===== config.mk =====
export PLATFORM = sky130hd
export DESIGN_NAME = i2c_uart_cmd_bridge
export DESIGN_NICKNAME = d
export VERILOG_FILES = /design/src/rtl/i2c_uart_cmd_bridge.sv
export SDC_FILE = /design/constraint.sdc
export NUM_CORES = 1
export LEC_CHECK = 0
export ABC_AREA = 1
export BUFFER_PORTS_ARGS = -buffer_cell sky130_fd_sc_hd__buf_2
export CAP_MARGIN = 20
export CORE_ASPECT_RATIO = 2
export CORE_UTILIZATION = 45
export DETAILED_ROUTE_END_ITERATION = 10
export SETUP_SLACK_MARGIN = 0.1
export SLEW_MARGIN = 30
export SYNTH_ARGS = -nofsm -noshare
export SYNTH_HDL_FRONTEND = slang
export SYNTH_SLANG_ARGS = --single-unit

===== constraint.sdc =====
create_clock -name Clk -period 9.8 [get_ports Clk]
set_input_delay 2.45 -clock Clk [delete_from_list [all_inputs] [get_ports Clk]]
set_output_delay 2.45 -clock Clk [all_outputs]
set_load 0.01 [all_outputs]

===== src/rtl/i2c_uart_cmd_bridge.sv =====
// i2c_uart_cmd_bridge
//   Upstream command stage for i2c_control. Parses framed register-access
//   commands arriving from a UART receiver, fires a single wrreg_req or
//   rdreg_req pulse, waits for RW_Done, and returns a status byte (plus the
//   read data on a successful read) through the UART transmitter.
//
//   Frame: HEADER, OP, DEV, ADDR_H, ADDR_L, [DATA if write]
//     OP[0] = 1 read / 0 write, OP[1] = addr_mode, OP[7:2] must be zero.
//   Responses: A5 success, EE NACK, EF I2C timeout, E1 bad opcode.
//
// Ports
//   Clk, Rst                 clock, asynchronous active-high reset
//   rx_data, rx_done         received UART byte and its 1-cycle strobe
//   tx_data, tx_start        byte to send and its 1-cycle start strobe
//   tx_done                  1-cycle strobe: transmitter finished a byte
//   wrreg_req, rdreg_req     1-cycle request pulses to i2c_control
//   addr, addr_mode          register address and 8/16-bit mode
//   wrdata, device_id        write data and I2C device ID (write form)
//   RW_Done, ack, rddata     completion strobe, NACK flag, read data
//   busy                     high while a command frame is in progress
module i2c_uart_cmd_bridge #(
  parameter logic [7:0]  HEADER       = 8'h55,
  parameter int unsigned BYTE_TIMEOUT = 500000,
  parameter int unsigned I2C_TIMEOUT  = 5000000
) (
  input  logic        Clk,
  input  logic        Rst,
  input  logic [7:0]  rx_data,
  input  logic        rx_done,
  output logic [7:0]  tx_data,
  output logic        tx_start,
  input  logic        tx_done,
  output logic        wrreg_req,
  output logic        rdreg_req,
  output logic [15:0] addr,
  output logic        addr_mode,
  output logic [7:0]  wrdata,
  output logic [7:0]  device_id,
  input  logic        RW_Done,
  input  logic        ack,
  input  logic [7:0]  rddata,
  output logic        busy
);

  localparam int unsigned BW = $clog2(BYTE_TIMEOUT + 1);
  localparam int unsigned IW = $clog2(I2C_TIMEOUT + 1);
  localparam logic [BW-1:0] BYTE_LIMIT = BW'(BYTE_TIMEOUT);
  localparam logic [IW-1:0] I2C_LIMIT  = IW'(I2C_TIMEOUT);

  localparam logic [7:0] ST_OK     = 8'hA5;
  localparam logic [7:0] ST_NACK   = 8'hEE;
  localparam logic [7:0] ST_TMO    = 8'hEF;
  localparam logic [7:0] ST_BAD_OP = 8'hE1;

  typedef enum logic [3:0] {
    IDLE,
    GET_OP,
    GET_DEV,
    GET_AH,
    GET_AL,
    GET_DATA,
    ISSUE,
    WAIT_DONE,
    TX_STAT,
    TX_DATA,
    TX_ERR
  } state_t;

  state_t        state;
  logic [BW-1:0] byte_cnt;
  logic [IW-1:0] i2c_cnt;

  // Frame fields are collected into shadow registers and only copied to the
  // outputs together with the request pulse, so an aborted or rejected frame
  // never disturbs the address/data presented to i2c_control.
  logic          op_rd;
  logic          op_mode;
  logic [7:0]    dev_s;
  logic [7:0]    ah_s;
  logic [7:0]    al_s;
  logic [7:0]    rddata_q;
  logic          send_data;

  always_ff @(posedge Clk or posedge Rst) begin
    if (Rst) begin
      state     <= IDLE;
      byte_cnt  <= '0;
      i2c_cnt   <= '0;
      op_rd     <= 1'b0;
      op_mode   <= 1'b0;
      dev_s     <= '0;
      ah_s      <= '0;
      al_s      <= '0;
      rddata_q  <= '0;
      send_data <= 1'b0;
      tx_data   <= '0;
      tx_start  <= 1'b0;
      wrreg_req <= 1'b0;
      rdreg_req <= 1'b0;
      addr      <= '0;
      addr_mode <= 1'b0;
      wrdata    <= '0;
      device_id <= '0;
      busy      <= 1'b0;
    end else begin
      wrreg_req <= 1'b0;
      rdreg_req <= 1'b0;
      tx_start  <= 1'b0;

      case (state)
        IDLE: begin
          byte_cnt <= '0;
          i2c_cnt  <= '0;
          if (rx_done && (rx_data == HEADER)) begin
            state <= GET_OP;
            busy  <= 1'b1;
          end
        end

        GET_OP, GET_DEV, GET_AH, GET_AL, GET_DATA: begin
          if (rx_done) begin
            byte_cnt <= '0;
            case (state)
              GET_OP: begin
                if (rx_data[7:2] != '0) begin
                  tx_data  <= ST_BAD_OP;
                  tx_start <= 1'b1;
                  state    <= TX_ERR;
                end else begin
                  op_rd   <= rx_data[0];
                  op_mode <= rx_data[1];
                  state   <= GET_DEV;
                end
              end
              GET_DEV: begin
                dev_s <= rx_data;
                state <= GET_AH;
              end
              GET_AH: begin
                ah_s  <= rx_data;
                state <= GET_AL;
              end
              GET_AL: begin
                if (op_rd) begin
                  addr      <= {ah_s, rx_data};
                  addr_mode <= op_mode;
                  device_id <= dev_s;
                  rdreg_req <= 1'b1;
                  state     <= ISSUE;
                end else begin
                  al_s  <= rx_data;
                  state <= GET_DATA;
                end
              end
              default: begin
                addr      <= {ah_s, al_s};
                addr_mode <= op_mode;
                device_id <= dev_s;
                wrdata    <= rx_data;
                wrreg_req <= 1'b1;
                state     <= ISSUE;
              end
            endcase
          end else if (byte_cnt == BYTE_LIMIT) begin
            // Host went quiet mid-frame: drop it without any response.
            state    <= IDLE;
            busy     <= 1'b0;
            byte_cnt <= '0;
          end else begin
            byte_cnt <= byte_cnt + BW'(1);
          end
        end

        // The request pulse is already on the wires during this cycle.
        ISSUE: begin
          i2c_cnt <= '0;
          state   <= WAIT_DONE;
        end

        WAIT_DONE: begin
          if (RW_Done) begin
            rddata_q <= rddata;
            tx_start <= 1'b1;
            state    <= TX_STAT;
            if (ack) begin
              tx_data   <= ST_NACK;
              send_data <= 1'b0;
            end else begin
              tx_data   <= ST_OK;
              send_data <= op_rd;
            end
          end else if (i2c_cnt == I2C_LIMIT) begin
            tx_data   <= ST_TMO;
            send_data <= 1'b0;
            tx_start  <= 1'b1;
            state     <= TX_STAT;
          end else begin
            i2c_cnt <= i2c_cnt + IW'(1);
          end
        end

        TX_STAT: begin
          if (tx_done) begin
            if (send_data) begin
              tx_data  <= rddata_q;
              tx_start <= 1'b1;
              state    <= TX_DATA;
            end else begin
              state <= IDLE;
              busy  <= 1'b0;
            end
          end
        end

        TX_DATA, TX_ERR: begin
          if (tx_done) begin
            state <= IDLE;
            busy  <= 1'b0;
          end
        end

        default: begin
          state <= IDLE;
          busy  <= 1'b0;
        end
      endcase
    end
  end

endmodule


==> run_results.csv <==
group,metric,value,unit
floorplan,fp.dieArea,0.0148,sq mm
logic_synthesis,synthTopCellsByArea,"dfrtp_1 49%, nand2_1 16%, nor2_1 5.6%, o21ai_0 3.7%, inv_1 3.6%",
global_routing,grtUsageMet2,43.8,%
global_routing,track_usage,23.1,%
run,cap_violations,0,
clock_tree,clkLatencyLatePin,0.41,ns
cells_and_area,syn_to_final_growth,15.7,%
floorplan,dieHeight,171,microns
floorplan,io_pins,67,
clock_tree,cts_tree,"done",
cells_and_area,final_nets,887,
logic_synthesis,yosysMostFrequentCell,"nand2_1",
clock_tree,cts_buffer_depth,2,
logic_synthesis,synth-edff-count,0,
cells_and_area,stdcell_area,0.00743,sq mm
critical_path,crit_buf_inv,1,
routing,via_per_inst,5.02,
power_and_ir_drop,ir_worst_vdd,0.138,mV
sta,setup_tns,0,ns
routing,wl_per_cell,14.7,microns
sta,hold_viol,0,
critical_path,cpLargestDelayFamily,"simple AND/OR/NAND/NOR gates",
global_routing,grt.met1_usage,22.5,%
sta,layout_min_cycle_time,3.51,ns
placement,hpwl,11900,microns
global_routing,grt_pass1_vias,5411,
cells_and_area,seqCellArea,0.00315,sq mm
global_routing,grt_max_degree,74,
critical_path,worstSetupPathType,"input port to register",
global_routing,grt_overflow,0,
power_and_ir_drop,power_leakage,3.54,nW
cells_and_area,multiInputGateArea,0.00286,sq mm
logic_synthesis,synth_async_sr_flop_share,100,%
clock_tree,cts_resized,0,
logic_synthesis,synth_fp_nets,818,
critical_path,crit_fanout,13,
cells_and_area,layout-drive-gt1-share,17.6,%
sta,timing.fmax,0.285,GHz
logic_synthesis,synth_top_area_share,49.1,%
critical_path,timing.rr.start,"i2c_cnt[0]$_DFFE_PP0P_",
global_routing,grt_use_met3,3.91,%
placement,post-place-ws,5.77,ns
clock_tree,cts_made_buffers,17,
sta,setup_violations,0,
min_path,hp-start,"ah_s[2]$_DFFE_PP0P_",
floorplan,core_region_area,0.0139,sq mm
placement,numPortBuffers,66,
critical_path,cp_common_cell,"o21ai_2",
sta,worst_slack,6.29,ns
clock_tree,cts_setup_buffers,0,
cells_and_area,fillers,1376,
logic_synthesis,netlist_area,0.00642,sq mm
critical_path,critPathArrivalTime,3.84,ns
logic_synthesis,ys_ff_latch,126,
routing,drcViolationCount,0,
power_and_ir_drop,p_per_area,281,mW/mm^2
floorplan,placementRows,61,
clock_tree,cts_hold_buffers,0,
placement,placed_cell_area,0.00686,sq mm
routing,drtAntennaViolNets,0,
sta,final_max_slew_viol_count,0,
logic_synthesis,syn_inst,792,
placement,place_congestion,0.943,
critical_path,crit_path_cell_trace,"buf_2 > nor2_1 > nand4_1 > nand3_1 > o21ai_2 > nor2_2 > nand2_1 > o21ai_2",
clock_tree,clkSlewWorstSetupHoldPaths,0.06,ns
sta,rsz0062_at_grt,"no",
sta,skew,0.0100,ns
logic_synthesis,syn_avg_cell_area,8.10,sq um
global_routing,top_usage_layer,"met2",
clock_tree,h-tree-depth,4,
routing,routed_wirelength,15700,microns
sta,slew_headroom,54.8,%
run_status,outcome,"complete, no violations",
critical_path,end_kind,"register",
floorplan,start_util,46.2,%
critical_path,cpPeakStageDelay,0.45,ns
clock_tree,cts_root_buf,"clkbuf_16",
global_routing,grt_pass1_wl,25800,microns
clock_tree,clock-sinks,126,
critical_path,slowest_stage,"nor2_2",
logic_synthesis,yosysWarnings,0,
cells_and_area,antennaDiodeCount,0,
cells_and_area,fin_util,53.5,%
routing,drtPass1Iterations,4,
logic_synthesis,yosysUniqueCellTypes,36,
logic_synthesis,ys_top_cells_by_count,"266 x nand2_1, 126 x dfrtp_1, 96 x nor2_1",
power_and_ir_drop,p_total,2.08,mW
critical_path,startpoint_type,"input port",
logic_synthesis,ys_seq_area_share,49.1,%
cells_and_area,fin_cells,1063,
critical_path,crit_start,"rx_data[3]",
sta,holdWs,0.470,ns
sta,worst_pin_slew,0.679,ns
min_path,hold_class,"register to register",
sta,period_share,35.8,%
logic_synthesis,synthFlopType,"dfrtp_1",
routing,vias,5337,
global_routing,antenna_found_initial,0,
placement,place_inst,1031,
floorplan,die_w,86.4,microns
critical_path,crit_required,10.13,ns
routing,drtIter0Drc,220,
logic_synthesis,yosysTopAreaCell,"dfrtp_1",
[metal layers]
metal	share of wire, %	vias to the layer above
met2	57	98
met5	0	-
met4	4.3	0
li1	-	2662
met3	2.2	35
met1	37	2542
[layout by cell type, fill, tap and decap left out, drive strengths merged, types with 3 or more instances in the layout]
cell type	netlist	final
a21oi	11	11
a31oi	8	8
buf	14	67
clkbuf	3	18
clkinv	1	6
clkinvlp	0	3
dfrtp	126	126
ha	4	4
inv	68	73
mux2	8	8
nand2	275	275
nand3	42	42
nand4	11	11
nor2	112	112
nor3	15	15
o21a	8	8
o21ai	56	56
o22ai	3	3
xnor2	3	3
xor2	19	19
[final timing paths]
check	to	slack [ns]	depth (start not counted)
setup reg to reg	i2c_cnt[17]$_DFFE_PP0P_	7.81	9
hold / removal	addr[10]$_DFFE_PP0P_	0.47	2
hold reg to reg	addr[10]$_DFFE_PP0P_	0.47	2
setup / recovery	tx_data[7]$_DFFE_PP0P_	6.29	8
max in group asynchronous	wrdata[3]$_DFFE_PP0P_	6.48	3
min in group asynchronous	byte_cnt[3]$_DFFE_PP0P_	2.14	2
[power by group]
part / total (mW) / switching [mW] / internal, mW / leakage [nW]
Sequential: 0.774 / 0.0991 / 0.675 / 1.62
Clock: 0.597 / 0.244 / 0.353 / 0.270
Combinational: 0.713 / 0.475 / 0.238 / 1.65
[registers in the layout, summed over array words and instances, names as in the netlist, 4 cells and up]
name       count
ah_s           8
byte_cnt      19
al_s           8
addr          16
device_id      8
wrdata         8
dev_s          8
state          4
tx_data        8
i2c_cnt       23
rddata_q       8
[worst min-delay path, stage by stage, from the launching register on]
cell,delay (ns)
dfrtp_1,0.34
nand2_1,0.05
nand2_1,0.05
[cell families (layout without fill, tap and decap cells)]
| logic type | Yosys count | after routing | synth area share [%] |
|---|---|---|---|
| muxes | 8 | 8 | 1.40 |
| AOI/OAI and AO/OA | 88 | 88 | 8.54 |
| and+or+nand+nor | 458 | 458 | 30.9 |
| adders and majority gates | 4 | 4 | 0.780 |
| DFF | 126 | 126 | 49.1 |
| xor gates and xnor gates | 22 | 22 | 3.00 |
| buffers and inverters | 86 | 168 | 6.22 |
[final cells by class]
type / count / area share (%)
clock buffers: 18 / 5.78
clock inverters: 14 / 1.82
inverters: 69 / 3.64
multi-input cells: 580 / 38.6
flip-flops and latches: 126 / 42.5
well taps: 189 / 3.18
repair buffers: 67 / 4.55
(Power assumes the default switching activity.)
